===== config.mk =====
export PLATFORM = sky130hd
export DESIGN_NAME = csa_cpa_pipe
export DESIGN_NICKNAME = d
export VERILOG_FILES = /design/src/rtl/fma_pkg.sv /design/src/rtl/csa_cpa_slice.sv /design/src/rtl/csa_cpa_pipe.sv
export SDC_FILE = /design/constraint.sdc
export NUM_CORES = 1
export LEC_CHECK = 0
export CORE_MARGIN = 1
export CORE_UTILIZATION = 30
export CTS_CLUSTER_SIZE = 12
export DETAILED_ROUTE_END_ITERATION = 10
export RECOVER_POWER = 100
export SYNTH_ARGS = -nofsm -noshare
export SYNTH_HDL_FRONTEND = slang
export SYNTH_SLANG_ARGS = --single-unit

===== constraint.sdc =====
create_clock -name clk -period 3.5 [get_ports clk]
set_input_delay 0.35 -clock clk [delete_from_list [all_inputs] [get_ports clk]]
set_output_delay 0.35 -clock clk [all_outputs]
set_load 0.1 [all_outputs]

===== src/rtl/fma_pkg.sv =====
// rtl/fma_pkg.sv - shared FMA datapath constants and carry-save pair type
//
// Purpose : constants shared by the compressor group and the carry-propagate stage.
// Contents: GRP_WIDTH  datapath width of the compressor group output
//           LO_W       width of the first pipelined adder slice
//           LZC_W      width of the normalisation leading-count
//           csa_pair_t carry-save pair {s, c}

package fma_pkg;

    localparam int GRP_WIDTH = 79;
    localparam int LO_W      = 40;
    localparam int LZC_W     = $clog2(GRP_WIDTH);

    typedef struct packed {
        logic [GRP_WIDTH-1:0] s;
        logic [GRP_WIDTH-1:0] c;
    } csa_pair_t;

endpackage


===== src/rtl/csa_cpa_slice.sv =====
// rtl/csa_cpa_slice.sv - W-bit ripple add slice with carry in/out
//
// Purpose : one slice of the pipelined carry-propagate adder.
// Ports   : a, b  [W-1:0] operands
//           cin   carry into bit 0
//           sum   [W-1:0] (a + b + cin) mod 2^W
//           cout  carry out of bit W-1

module csa_cpa_slice #(
    parameter int W = 40
) (
    input  logic [W-1:0] a,
    input  logic [W-1:0] b,
    input  logic         cin,
    output logic [W-1:0] sum,
    output logic         cout
);

    assign {cout, sum} = {1'b0, a} + {1'b0, b} + {{W{1'b0}}, cin};

endmodule


===== src/rtl/csa_cpa_pipe.sv =====
// rtl/csa_cpa_pipe.sv - two-stage pipelined carry-propagate adder for the FMA CSA output
//
// Purpose : resolves the carry-save pair (s_in, c_in) into one binary sum. Stage 1 adds
//           the low LO_W bits and registers their carry; stage 2 adds the high slice
//           with that carry. valid/ready handshake with full back-pressure.
// Ports   : clk, rst                 clock, synchronous active-high reset
//           in_valid/in_ready        operand handshake
//           s_in, c_in [GRP_WIDTH]   carry-save pair (c_in bit 0 holds the csign injection)
//           out_valid/out_ready      result handshake
//           out_sum [GRP_WIDTH]      (s_in + c_in) mod 2^GRP_WIDTH
//           out_neg                  out_sum MSB
//           out_cout                 carry out of the MSB (debug only)
//           out_lzc                  present only with CSA_CPA_LZC_EN: count of bits of
//                                    out_sum[GRP_WIDTH-2:0], from the top, equal to out_neg
// Macro   : CSA_CPA_LZC_EN enables out_lzc and its counter.

module csa_cpa_pipe #(
    parameter int GRP_WIDTH = fma_pkg::GRP_WIDTH,
    parameter int LO_W      = fma_pkg::LO_W
) (
    input  logic                         clk,
    input  logic                         rst,
    input  logic                         in_valid,
    output logic                         in_ready,
    input  logic [GRP_WIDTH-1:0]         s_in,
    input  logic [GRP_WIDTH-1:0]         c_in,
    output logic                         out_valid,
    input  logic                         out_ready,
    output logic [GRP_WIDTH-1:0]         out_sum,
    output logic                         out_neg,
    output logic                         out_cout
`ifdef CSA_CPA_LZC_EN
   ,output logic [$clog2(GRP_WIDTH)-1:0] out_lzc
`endif
);

    import fma_pkg::*;

    localparam int HI_W = GRP_WIDTH - LO_W;

    csa_pair_t in_pair;
    assign in_pair = '{s: s_in, c: c_in};

    // stage 1 state
    logic            v1;
    logic [LO_W-1:0] lo_sum;
    logic            lo_c;
    logic [HI_W-1:0] s_hi;
    logic [HI_W-1:0] c_hi;

    // stage 2 state
    logic                 v2;
    logic [GRP_WIDTH-1:0] sum_q;
    logic                 cout_q;

    logic            adv2;
    logic            acc;
    logic [LO_W-1:0] lo_sum_d;
    logic            lo_c_d;
    logic [HI_W-1:0] hi_sum_d;
    logic            hi_c_d;

    // stage 2 takes stage 1's item when it is empty or draining this cycle, so a full
    // pipe can accept and emit in the same cycle without a bubble
    assign adv2     = v1 & (~v2 | out_ready);
    assign in_ready = ~v1 | adv2;
    assign acc      = in_valid & in_ready;

    csa_cpa_slice #(.W(LO_W)) u_lo (
        .a    (in_pair.s[LO_W-1:0]),
        .b    (in_pair.c[LO_W-1:0]),
        .cin  (1'b0),
        .sum  (lo_sum_d),
        .cout (lo_c_d)
    );

    csa_cpa_slice #(.W(HI_W)) u_hi (
        .a    (s_hi),
        .b    (c_hi),
        .cin  (lo_c),
        .sum  (hi_sum_d),
        .cout (hi_c_d)
    );

    always_ff @(posedge clk) begin
        if (rst) begin
            v1     <= 1'b0;
            lo_sum <= '0;
            lo_c   <= 1'b0;
            s_hi   <= '0;
            c_hi   <= '0;
            v2     <= 1'b0;
            sum_q  <= '0;
            cout_q <= 1'b0;
        end else begin
            v1 <= acc | (v1 & ~adv2);
            v2 <= adv2 | (v2 & ~out_ready);
            if (acc) begin
                lo_sum <= lo_sum_d;
                lo_c   <= lo_c_d;
                s_hi   <= in_pair.s[GRP_WIDTH-1:LO_W];
                c_hi   <= in_pair.c[GRP_WIDTH-1:LO_W];
            end
            if (adv2) begin
                sum_q  <= {hi_sum_d, lo_sum};
                cout_q <= hi_c_d;
            end
        end
    end

    assign out_valid = v2;
    assign out_sum   = sum_q;
    assign out_cout  = cout_q;
    assign out_neg   = sum_q[GRP_WIDTH-1];

`ifdef CSA_CPA_LZC_EN
    localparam int CW = $clog2(GRP_WIDTH);

    // run length of sign-equal bits below the MSB; the normalisation shift amount
    function automatic logic [CW-1:0] sign_run(input logic [GRP_WIDTH-1:0] v);
        logic [CW-1:0] cnt;
        logic          run;
        cnt = '0;
        run = 1'b1;
        for (int i = GRP_WIDTH - 2; i >= 0; i--) begin
            if (run && (v[i] == v[GRP_WIDTH-1])) begin
                cnt = cnt + CW'(1);
            end else begin
                run = 1'b0;
            end
        end
        return cnt;
    endfunction

    // gated by v2 so that the reset value (out_sum = 0) reads as 0 rather than a full run
    assign out_lzc = v2 ? sign_run(sum_q) : '0;
`endif

endmodule

# [Word level (Yosys, flattened, before mapping)]
# Cells that the tools add are included.
[word_totals] reg_bits=201 latch_bits=0 ram_bits=0 romBits=0 n_memories=0
[classes] n_addsub=3 mul=0 div_mod_pow=0 magnitude_cmp=0 eq_ne=0 shifts=0 muxes=0 bitwise=12 reduce_logical=0
[ops] operator="40-bit by 40-bit adder with 41-bit output" n=1
[ops] operator="39-bit by 39-bit adder with 40-bit output" n=1
[ops] operator="40-bit by 1-bit adder with 40-bit output" n=1
[ops] operator="1-bit bitwise AND" n=4
[ops] operator="1-bit inverter" n=4
[ops] operator="1-bit OR" n=4

# [Longest topological paths before layout]
# Gate-level depths: netlist of the first run.
[logic_depth] ltp_word=6 depth_mapped=10

# [Cells and area by module]
# From an unflattened synthesis of the first run, not the netlist that was laid out.
[hier_totals] hier_cells=1498 area_unflattened_um2=12833.6
[modules_own_cells] mod="csa_cpa_pipe" instances=1 cells_per_inst=891 area_each_um2=8541.9 seq_area_each_um2=4023.9
[modules_own_cells] mod="csa_cpa_slice at u_hi" instances=1 cells_per_inst=314 area_each_um2=2177.1 seq_area_each_um2=0.0
[modules_own_cells] mod="csa_cpa_slice at u_lo" instances=1 cells_per_inst=293 area_each_um2=2114.5 seq_area_each_um2=0.0

# [Worst setup path before layout of the first run]
# Ideal clock, no wire load.
[synth_timing] path_kind="register to register" start="register v2, in the netlist out_valid" end="register c_hi[24]" setup_ns=0.070 arrival_ns=3.170 required_ns=3.430 slack_ns=0.259 path_stages_with_launch=9 n_path_buf=3 synth_period_minus_slack_ns=3.241 path_cell_list="dfxtp_1 nor2b_1 nand2_1 nand2_1 clkbuf_1 clkbuf_1 buf_1 nand2_1 a21oi_1"
[synth_via] elab_chain_cells=5
[synth_rtl] element="from (decl)" line_no="csa_cpa_pipe.sv:52" rtl="logic v2;"
[synth_rtl] element="from (signal assigned)" line_no="csa_cpa_pipe.sv:97" rtl="v2 <= adv2 | (v2 & ~out_ready);"
[synth_rtl] element="1-bit inverter" line_no="csa_cpa_pipe.sv:65" rtl="assign adv2 = v1 & (~v2 | out_ready);"
[synth_rtl] element="1-bit OR" line_no="csa_cpa_pipe.sv:65"
[synth_rtl] element="1-bit bitwise AND" line_no="csa_cpa_pipe.sv:65"
[synth_rtl] element="1-bit OR" line_no="csa_cpa_pipe.sv:66" rtl="assign in_ready = ~v1 | adv2;"
[synth_rtl] element="named net in_ready" line_no="csa_cpa_pipe.sv:24" rtl="output logic in_ready,"
[synth_rtl] element="1-bit bitwise AND" line_no="csa_cpa_pipe.sv:67" rtl="assign acc = in_valid & in_ready;"
[synth_rtl] element="to (signal assigned)" line_no="csa_cpa_pipe.sv:102" rtl="c_hi <= in_pair.c[GRP_WIDTH-1:LO_W];"
[synth_rtl] element="to (decl)" line_no="csa_cpa_pipe.sv:49" rtl="logic [HI_W-1:0] c_hi;"
# The timed path passes the listed nets, and every way through them passes these cells.
# A chain may end at the register's enable or synchronous reset.

# [Worst setup path in the final report of the first run]
[layout_timing] start="register lo_c" end="register sum_q[70], in the netlist out_sum[70]"
[layout_via] elab_chain_cells=1
[layout_rtl] element="from (decl)" line_no="csa_cpa_pipe.sv:47" rtl="logic lo_c;"
[layout_rtl] element="from (signal assigned)" line_no="csa_cpa_pipe.sv:100" rtl="lo_c <= lo_c_d;"
[layout_rtl] element="40-bit by 1-bit adder with 40-bit output" line_no="csa_cpa_slice.sv:19" rtl="assign {cout, sum} = {1'b0, a} + {1'b0, b} + {{W{1'b0}}, cin};"
[layout_rtl] element="to (signal assigned)" line_no="csa_cpa_pipe.sv:105" rtl="sum_q <= {hi_sum_d, lo_sum};"
[layout_rtl] element="to (decl)" line_no="csa_cpa_pipe.sv:53" rtl="logic [GRP_WIDTH-1:0] sum_q;"
# Every way passes these cells.

==> run metrics, run 1 <==
commonest cells in the netlist=393 x nand2_1, 247 x a21oi_1, 201 x dfxtp_1; num ports=245; minimum clock period=around 3200 ps; Worst Setup End Kind=register; most frequent cell on the critical path=fa_1; max-cap check violation count=3; TritonCTS clock tree=built; switching portion of total power=0.304; Core Box Area=0.0378 mm^2; CP max FO=3; Worst Max-Slew Pin Slew=~2900 ps; EDFF count, synth=0; max-slew violations=approximately 120; Initial DRC Count=about 760; RSZ-0062 raised after global routing=no; synthesized area=0.0116 mm^2; multi-input logic area=around 0.007 mm^2; drt pass-1 iters=6; Setup Crit Path Kind=register to register; crit path launch type=register; Post-layout nets=1996; post-synthesis sequential area ratio=0.348; Hold Fails Final Rpt=0; Net Sw Power=between 2 and 2.5 mW; die area=approximately 0.039 mm^2; part of the power in the clock network=0.389; DRT antenna net count=0; area taken by flip-flops and latches=0.00402 mm^2; Worst Path Buf+Inv=1; total power=about 6.7 mW; final cell count without fillers=around 2300; ranking of synthesized cells by area=dfxtp_1 35%, nand2_1 13%, a21oi_1 11%; post-synthesis register bit count=201; Data required, critical path=about 3900 ps; Num CTS Buffers=24; worst-path cell with the longest stage delay=fa_1; vias per inst=about 5.1; share of cells above drive strength 1=0.0503; WHS=around 230 ps; Post-Syn Nets=approximately 1800; DPL Wire Length=approximately 28000 um; # fillers=3916; crit-path max cell delay=roughly 460 ps; global-route wire length before repair=57600 um; clock root buffer=clkbuf_16; top cell type's share of synthesized area=0.348; delay-heaviest family, CP=compound AO/OA/AOI/OAI gates; Comb pwr share=0.235; largest net degree at the start of global routing=65; GRT overflow=0; Skew-Pair Late Insertion Delay=520 ps; Starting Density=0.306; Int Power=around 4.6 mW; average wire per standard cell=16.2 um; cell count after synthesis=1542; CTS max path bufs=3; cell accounting for the most synthesized area=dfxtp_1; WL final=about 37000 um; slew margin rel.=-0.937; Pwr Density=roughly 430 mW/mm^2; ys flop type=dfxtp_1; most frequent cell after synthesis=nand2_1; Reg clk slew, reported paths=approximately 70 ps; synthesized area per cell=~7.5 um^2; period utilization=0.928; leak pwr=approximately 6.4 nW; sequential share of power=0.376; die width=between 150 and 200 um; DRC Markers=0; placer congestion estimate=0.875; Worst Setup Slack, final=252 ps; Area growth syn-to-layout=33.2%; CP cell instances=fa_1 > fa_1 > a21o_1 > a22oi_2 > a21oi_1 > nor3_1 > buf_4 > o221ai_1 > a21boi_0 > mux2_2 > a31o_2; outcome=complete, but fails checks; Setup Fix Bufs, Post-CTS=0; GR Util All Layers=0.181; H-Tree Level Count=1; setup violators final=0; Netlist cell types=71; placed cell count=2238; Worst Clk Skew=about 22 ps; Clock Sinks=~200; Port Buffers=roughly 240; fmax=around 310 MHz; DR vias=between 10000 and 15000; initial antenna violation count=1; FFs w/ async S/R, synth=0; die height=just under 200 um; arrival time at the worst endpoint=3670 ps; Syn. warnings=0; hold crit path type=input port to register; failing checks=capacitance limit, slew limit; VDD IR-drop max=just over 0.3 mV; vias in the first global route=11100; pre-CTS WS=approximately 21 ps; row count=71
[power groups by stage]
| stage | combinational (mW) | sequential [mW] | clock, mW |
|---|---|---|---|
| floorplan | 0.772 | 2.81 | 0 |
| global placement | 1.57 | 2.55 | 0 |
| detailed placement | 1.58 | 2.56 | 0 |
| CTS | 1.59 | 2.51 | 2.65 |
| global route | 1.70 | 2.52 | 2.75 |
| finish | 1.57 | 2.51 | 2.59 |
[worst paths after layout]
kind | from | endpoint | slack (ps) | depth (start not counted)
setup / recovery | lo_c | out_sum[70] | 250 | 11
setup reg to reg | lo_c | out_sum[70] | 250 | 11
hold / removal | rst | c_hi[26] | 230 | 2
hold reg to reg | out_sum[23] | out_sum[23] | 450 | 2
[sequential cells by signal, indices dropped and copies added, names as in the netlist]
signal	cells
out_sum	79
lo_sum	40
c_hi	39
s_hi	39
lo_c	1
out_cout	1
out_valid	1
v1	1
[cell usage in the layout (no fill, tap or decap), types with 11 or more instances in the layout]
cell type,count
a211oi_1,15
a21o_1,46
a21oi_1,247
a31oi_1,16
and3_1,26
buf_4,31
clkbuf_16,25
clkdlybuf4s50_1,159
dfxtp_1,201
dlygate4sd3_1,83
ha_1,78
inv_1,18
nand2_1,393
nand3_1,32
nand4_1,25
nor2_1,62
nor3_1,27
o21a_1,12
o21ai_0,49
xnor2_1,29
xor2_1,11
[per-stage QoR]
step	util	setup TNS (ps)	instance area, um^2
after global placement	0.387	-8.89	14600
after global routing	0.408	0	15400
final	0.408	0	15400
after detailed placement	0.387	0	14600
after CTS	0.408	0	15400
after floorplan	-	0	11600
[layer usage]
metal  global-route usage  routed length (um)  vias to the layer above
met5                    0                   0                        -
li1                     -                   -                     5892
met2                0.313               17600                      329
met4               0.0448                 679                        0
met1                0.236               16500                     5435
met3               0.0221                2000                       49
[cells by family (layout without fill, tap and decap cells)]
family / count (synthesis) / in the layout / share of synthesized area
adders and majority gates: 81 / 81 / 0.0897
xor gates and xnor gates: 40 / 40 / 0.0303
AOI/OAI and AO/OA: 468 / 468 / 0.246
and+or+nand+nor: 635 / 635 / 0.245
muxes: 4 / 4 / 0.00357
other: 0 / 1 / 0
buffers and inverters: 113 / 340 / 0.0373
DFF: 201 / 201 / 0.348
[what timing repair did]
item	4_1_cts	5_1_grt
hold buffers	0	0
resized for setup	0	1
setup endpoints to repair	0	1
[worst reg2reg max path, cell delays in order, from the launching register on]
cell      delay (ps)
dfxtp_1          330
fa_1             460
fa_1             420
a21o_1           210
a22oi_2          230
a21oi_1          150
nor3_1           230
buf_4            170
o221ai_1         150
a21boi_0         250
mux2_2           360
a31o_2           210
[layout make-up]
| class | instances | area share |
|---|---|---|
| multi-input cells | 1228 | 0.462 |
| flip-flops and latches | 201 | 0.261 |
| repair buffers | 280 | 0.177 |
| clock buffers | 34 | 0.0461 |
| well taps | 511 | 0.0415 |
| clock inverters | 8 | 0.00748 |
| inverters | 18 | 0.00439 |
| diodes | 1 | 0.000163 |
No activity file was read; power rests on OpenSTA's default activity.
==> run 2: changes to the inputs <==
Settings changed: ABC_AREA set to 1, REMOVE_ABC_BUFFERS set to 1.
==> run 2 against run 1 <==
Against the previous run:
- the flow still finishes with violations (capacitance limit, slew limit)
- critical path type unchanged
- via count is 13% higher
- sequential cell count unchanged
- die area increased by 12%
==> run metrics, run 2 <==
outcome=complete, but fails checks; failing checks=capacitance limit, slew limit; Syn. warnings=0; leak pwr=approximately 8.6 nW; H-Tree Level Count=1; Skew-Pair Late Insertion Delay=550 ps; CTS max path bufs=3; max-slew violations=150; crit path launch type=register; hold crit path type=input port to register; Worst Max-Slew Pin Slew=about 1800 ps; final cell count without fillers=~2900; period utilization=0.825; Port Buffers=approximately 240; initial antenna violation count=1; vias per inst=around 4.5; Clock Sinks=approximately 200; GRT overflow=0; commonest cells in the netlist=482 x nand2_1, 428 x nor2_1, 318 x inv_1; TritonCTS clock tree=built; fmax=346 MHz; Starting Density=0.306; slew margin rel.=-0.204; Worst Setup End Kind=register; PostCTS Resize Cnt=0; GR Util All Layers=0.192; Netlist cell types=33; wl on met1=between 15000 and 20000 um; row count=between 70 and 80; WL met3=about 1600 um; most frequent cell after synthesis=nand2_1; max reg flops=79; vias in the first global route=approximately 13000; Core Box Area=0.0423 mm^2; Num CTS Buffers=26; Comb pwr share=0.291; Setup Crit Path Kind=register to register; FFs w/ async S/R, synth=0; EDFF count, synth=0; max-cap check violation count=2; Hold Fails Final Rpt=0; ys flop type=dfxtp_1; Pwr Density=444 mW/mm^2; global-route wire length before repair=67500 um; DPL Wire Length=~33000 um; arrival time at the worst endpoint=3360 ps; WL final=between 40000 and 50000 um; Hold-fix buffers, CTS=0; post-synthesis register bit count=between 200 and 250; Area growth syn-to-layout=29.2%; Data required, critical path=around 4000 ps; cell count after synthesis=between 2000 and 2500; Max Used Layer=met4; minimum clock period=between 2000 and 3000 ps; ranking of synthesized cells by area=dfxtp_1 31%, nand2_1 14%, nor2_1 12%; Net Sw Power=~2.6 mW; share of cells above drive strength 1=0.0418; num ports=245; average wire per standard cell=between 10 and 15 um; Reg clk slew, reported paths=50 ps; synthesized area=roughly 0.013 mm^2; Worst Clk Skew=9.81 ps; setup violators final=0; commonest non-fill, non-tap cell in the layout=nand2_1; CP max FO=76; die area=0.0440 mm^2; RSZ-0062 raised after global routing=no; DRC Markers=0; drt pass-1 iters=5; Initial DRC Count=645; synthesized area per cell=6.15 um^2; placer congestion estimate=0.898; part of the power in the clock network=0.363; die width=between 200 and 250 um; die height=roughly 210 um; Area after DPL=approximately 0.016 mm^2; VDD IR-drop max=~0.29 mV; largest net degree at the start of global routing=81; DR vias=13300; Setup Fix Bufs, Post-CTS=0; most frequent cells in the layout=488 x nand2_1, 428 x nor2_1, 316 x inv_1; cell accounting for the most synthesized area=dfxtp_1; switching portion of total power=0.351; sequential share of power=0.345; clock root buffer=clkbuf_16; DRT antenna net count=0; top cell type's share of synthesized area=0.310; Post-layout nets=2569; placed cell count=about 2900; met2 WL=~21000 um; Int Power=around 4.8 mW; fin area=around 0.017 mm^2; post-synthesis sequential area ratio=0.310
## run 2: cell types whose count changed in the layout (fill, tap and decap cells not counted), moves of 25 or more
cell	before	now
nor2_1	62	428
inv_1	18	316
o21ai_0	49	182
a21oi_1	247	116
nand2_1	393	488
nand3_1	32	98
a21o_1	46	2
xor2_1	11	38
and3_1	26	0
buf_4	31	5
xnor2_1	29	3
nand4_1	25	0
## run 2: final cells by class
| cell class | count | area (um^2) |
|---|---|---|
| multi-input cells | 1524 | 7410 |
| clock inverters | 10 | 108 |
| repair buffers | 254 | 2510 |
| diodes | 2 | 5.00 |
| fillers | 4591 | 25600 |
| inverters | 319 | 1200 |
| clock buffers | 35 | 766 |
| flip-flops and latches | 201 | 4020 |
| well taps | 577 | 722 |
## run 2: cell families after synthesis
group           after synthesis  share of synthesized area
fa+ha+maj                    81                     0.0799
buf+inv                     384                      0.114
flops                       201                      0.310
compound gates              320                      0.126
simple gates               1082                      0.342
xor+xnor                     41                     0.0277
## run 2: critical path, stage by stage, from the launching register on
cell	delay (ps)
dfxtp_1	320
nand3_1	120
nand2_1	290
clkinv_2	590
buf_2	1200
nor2_1	110
nor2_1	160
## run 2: per-stage QoR
stage	power, mW	hold WS, ps	utilization	setup slack (ps)	setup TNS (ps)
final	7.44	391	0.396	612	0
after global routing	7.86	372	0.396	343	0
after CTS	7.59	391	0.398	765	0
after detailed placement	4.83	446	0.377	799	0
after global placement	4.82	437	0.377	804	0
after floorplan	4.11	419	-	-2690	-271850
## run 2: power groups by stage
stage                     sequential [mW]  clock [mW]  combinational [mW]
final                                2.57        2.70                2.17
after global routing                 2.59        2.88                2.39
after CTS                            2.58        2.79                2.22
after detailed placement             2.62           0                2.21
after global placement               2.62           0                2.20
after floorplan                      3.10           0                1.01
## run 2: worst paths after layout
path / startpoint / end / slack [ps] / cells after the start
worst min-delay path: in_valid / v1 / 390 / 3
worst max register to register: out_valid / s_hi[11] / 610 / 6
worst min register to register: lo_sum[20] / out_sum[20] / 450 / 2
worst max-delay path: out_valid / s_hi[11] / 610 / 6
## run 2: per-layer routing
metal | GRT usage | vias up
met5 | 0 | -
met4 | 0.0571 | 0
met3 | 0.0263 | 56
met2 | 0.361 | 253
met1 | 0.223 | 5980
li1 | - | 6982
==> run 3: changes to the inputs <==
Clock period 3.5 ns to 2.49 ns, I/O delays scaled along.
==> run 3 against run 2 <==
Against the previous run:
- the flow now finishes without violations
- count of clock-buffer cells in the layout rose by 1
- worst setup slack got worse by 430 ps
- combinational power rose by 39%
- maximum frequency rose by 25%
- final cell count rose by 0.68%
- critical endpoint is now out_sum[68]
- clock skew fell by 3.6 ps
- critical path type unchanged
- power rose by 38%
- highest routed layer unchanged
==> run metrics, run 3 (synthesis results as in run 2) <==
Worst Clk Skew=~6.2 ps; # fillers=4667; DPL Wire Length=between 30000 and 40000 um; slew margin rel.=0.157; WL final=42500 um; fin area=about 0.016 mm^2; setup violators final=0; Hold-fix buffers, CTS=0; Area after DPL=~0.016 mm^2; Port Buffers=244; H-Tree Level Count=1; global-route wire length before repair=~68000 um; TritonCTS clock tree=built; max reg flops=79; sequential share of power=0.352; Post-layout nets=between 2000 and 3000; largest net degree at the start of global routing=79; Pwr Density=~630 mW/mm^2; arrival time at the worst endpoint=about 2700 ps; worst r2r src=lo_c; share of cells above drive strength 1=0.0520; Worst Max-Slew Pin Slew=1270 ps; placer congestion estimate=0.875; setup total negative slack=0 ps; Int Power=between 6 and 7 mW; crit path launch type=register; Comb pwr share=0.293; max-cap check violation count=0; most frequent cells in the layout=485 x nand2_1, 428 x nor2_1, 316 x inv_1; num ports=roughly 250; minimum clock period=approximately 2300 ps; Setup Crit Path Kind=register to register; max-slew violations=0; Skew-Pair Late Insertion Delay=roughly 530 ps; outcome=complete, no violations; GR Util All Layers=0.193; drt pass-1 iters=5; fmax=433 MHz; Hold Fails Final Rpt=0; placed cell count=just under 3000; Clock Sinks=roughly 200; row count=75; Net Sw Power=between 3 and 4 mW; RSZ-0062 raised after global routing=no; multi-input logic area=about 0.0074 mm^2; Worst Setup End Kind=register; Area growth syn-to-layout=26.6%; DRT antenna net count=0; final cell count without fillers=around 3000; leak pwr=just over 8 nW; hold crit path type=input port to register; vias per inst=4.49; period utilization=0.928; die width=210 um; CTS max path bufs=3; VDD IR-drop max=about 0.46 mV; die height=210 um; DRC Markers=0; average wire per standard cell=~14 um; DR vias=around 13000; Starting Density=0.306; Num CTS Buffers=25; area taken by flip-flops and latches=roughly 0.004 mm^2; Data required, critical path=2920 ps; GRT overflow=0; commonest non-fill, non-tap cell in the layout=nand2_1; part of the power in the clock network=0.355; clock root buffer=clkbuf_16; CP max FO=4; die area=~0.044 mm^2; vias in the first global route=~13000; Core Box Area=0.0423 mm^2; initial antenna violation count=1; Reg clk slew, reported paths=approximately 60 ps; Initial DRC Count=approximately 480; switching portion of total power=0.353; hold_sp=in_valid; Worst Setup SP=lo_c
## run 3: critical path: stages (launching register included)
cell,delay [ps]
dfxtp_1,330
fa_2,440
fa_2,420
nand3_1,100
nand3_1,90
clkbuf_1,140
nand3b_1,100
nand3_1,180
nand2_1,130
nand2_1,50
nand2_1,50
nand3_1,60
nand2_1,60
inv_1,30
## run 3: path summary, 6_finish.rpt
check | cells past startpoint | slack, ps | endpoint
min reg2reg | 2 | 450 | out_sum[20]
max reg2reg | 13 | 180 | out_sum[68]
min | 3 | 300 | v1
max | 13 | 180 | out_sum[68]
## run 3: routing by layer
layer  global-route usage  wire length, um
met1                0.234            18700
met2                0.358            21200
met3               0.0259             1520
met4               0.0488             1060
met5                    0                0
## run 3: cell type report
cell class,count,area share
well taps,577,0.0440
clock inverters,6,0.00511
multi-input cells,1524,0.454
clock buffers,36,0.0449
flip-flops and latches,201,0.245
repair buffers,278,0.134
inverters,319,0.0732
diodes,1,0.000152
## run 3: what timing repair did
item | CTS | global route
endpoints found under the setup margin | 0 | 10
gates resized for setup | 0 | 2
setup buffers | 0 | 1
## run 3: power by group through the flow
stage               logic (mW)  clock network, mW  registers (mW)
global placement          3.12                  0            3.68
detailed placement        3.13                  0            3.69
finish                    3.01               3.64            3.62
floorplan                 1.42                  0            4.36
CTS                       3.14               3.79            3.62
global route              3.33               3.92            3.65
## run 3: per-stage QoR
stage / power [mW] / hold slack, ps / worst slack, ps / utilization
after floorplan: 5.78 / 318 / -3700 / -
after global placement: 6.80 / 436 / 23.8 / 0.377
after detailed placement: 6.82 / 446 / -4.07 / 0.377
after CTS: 10.5 / 299 / 21.3 / 0.396
after global routing: 10.9 / 292 / 5.23 / 0.388
final: 10.3 / 300 / 180 / 0.388
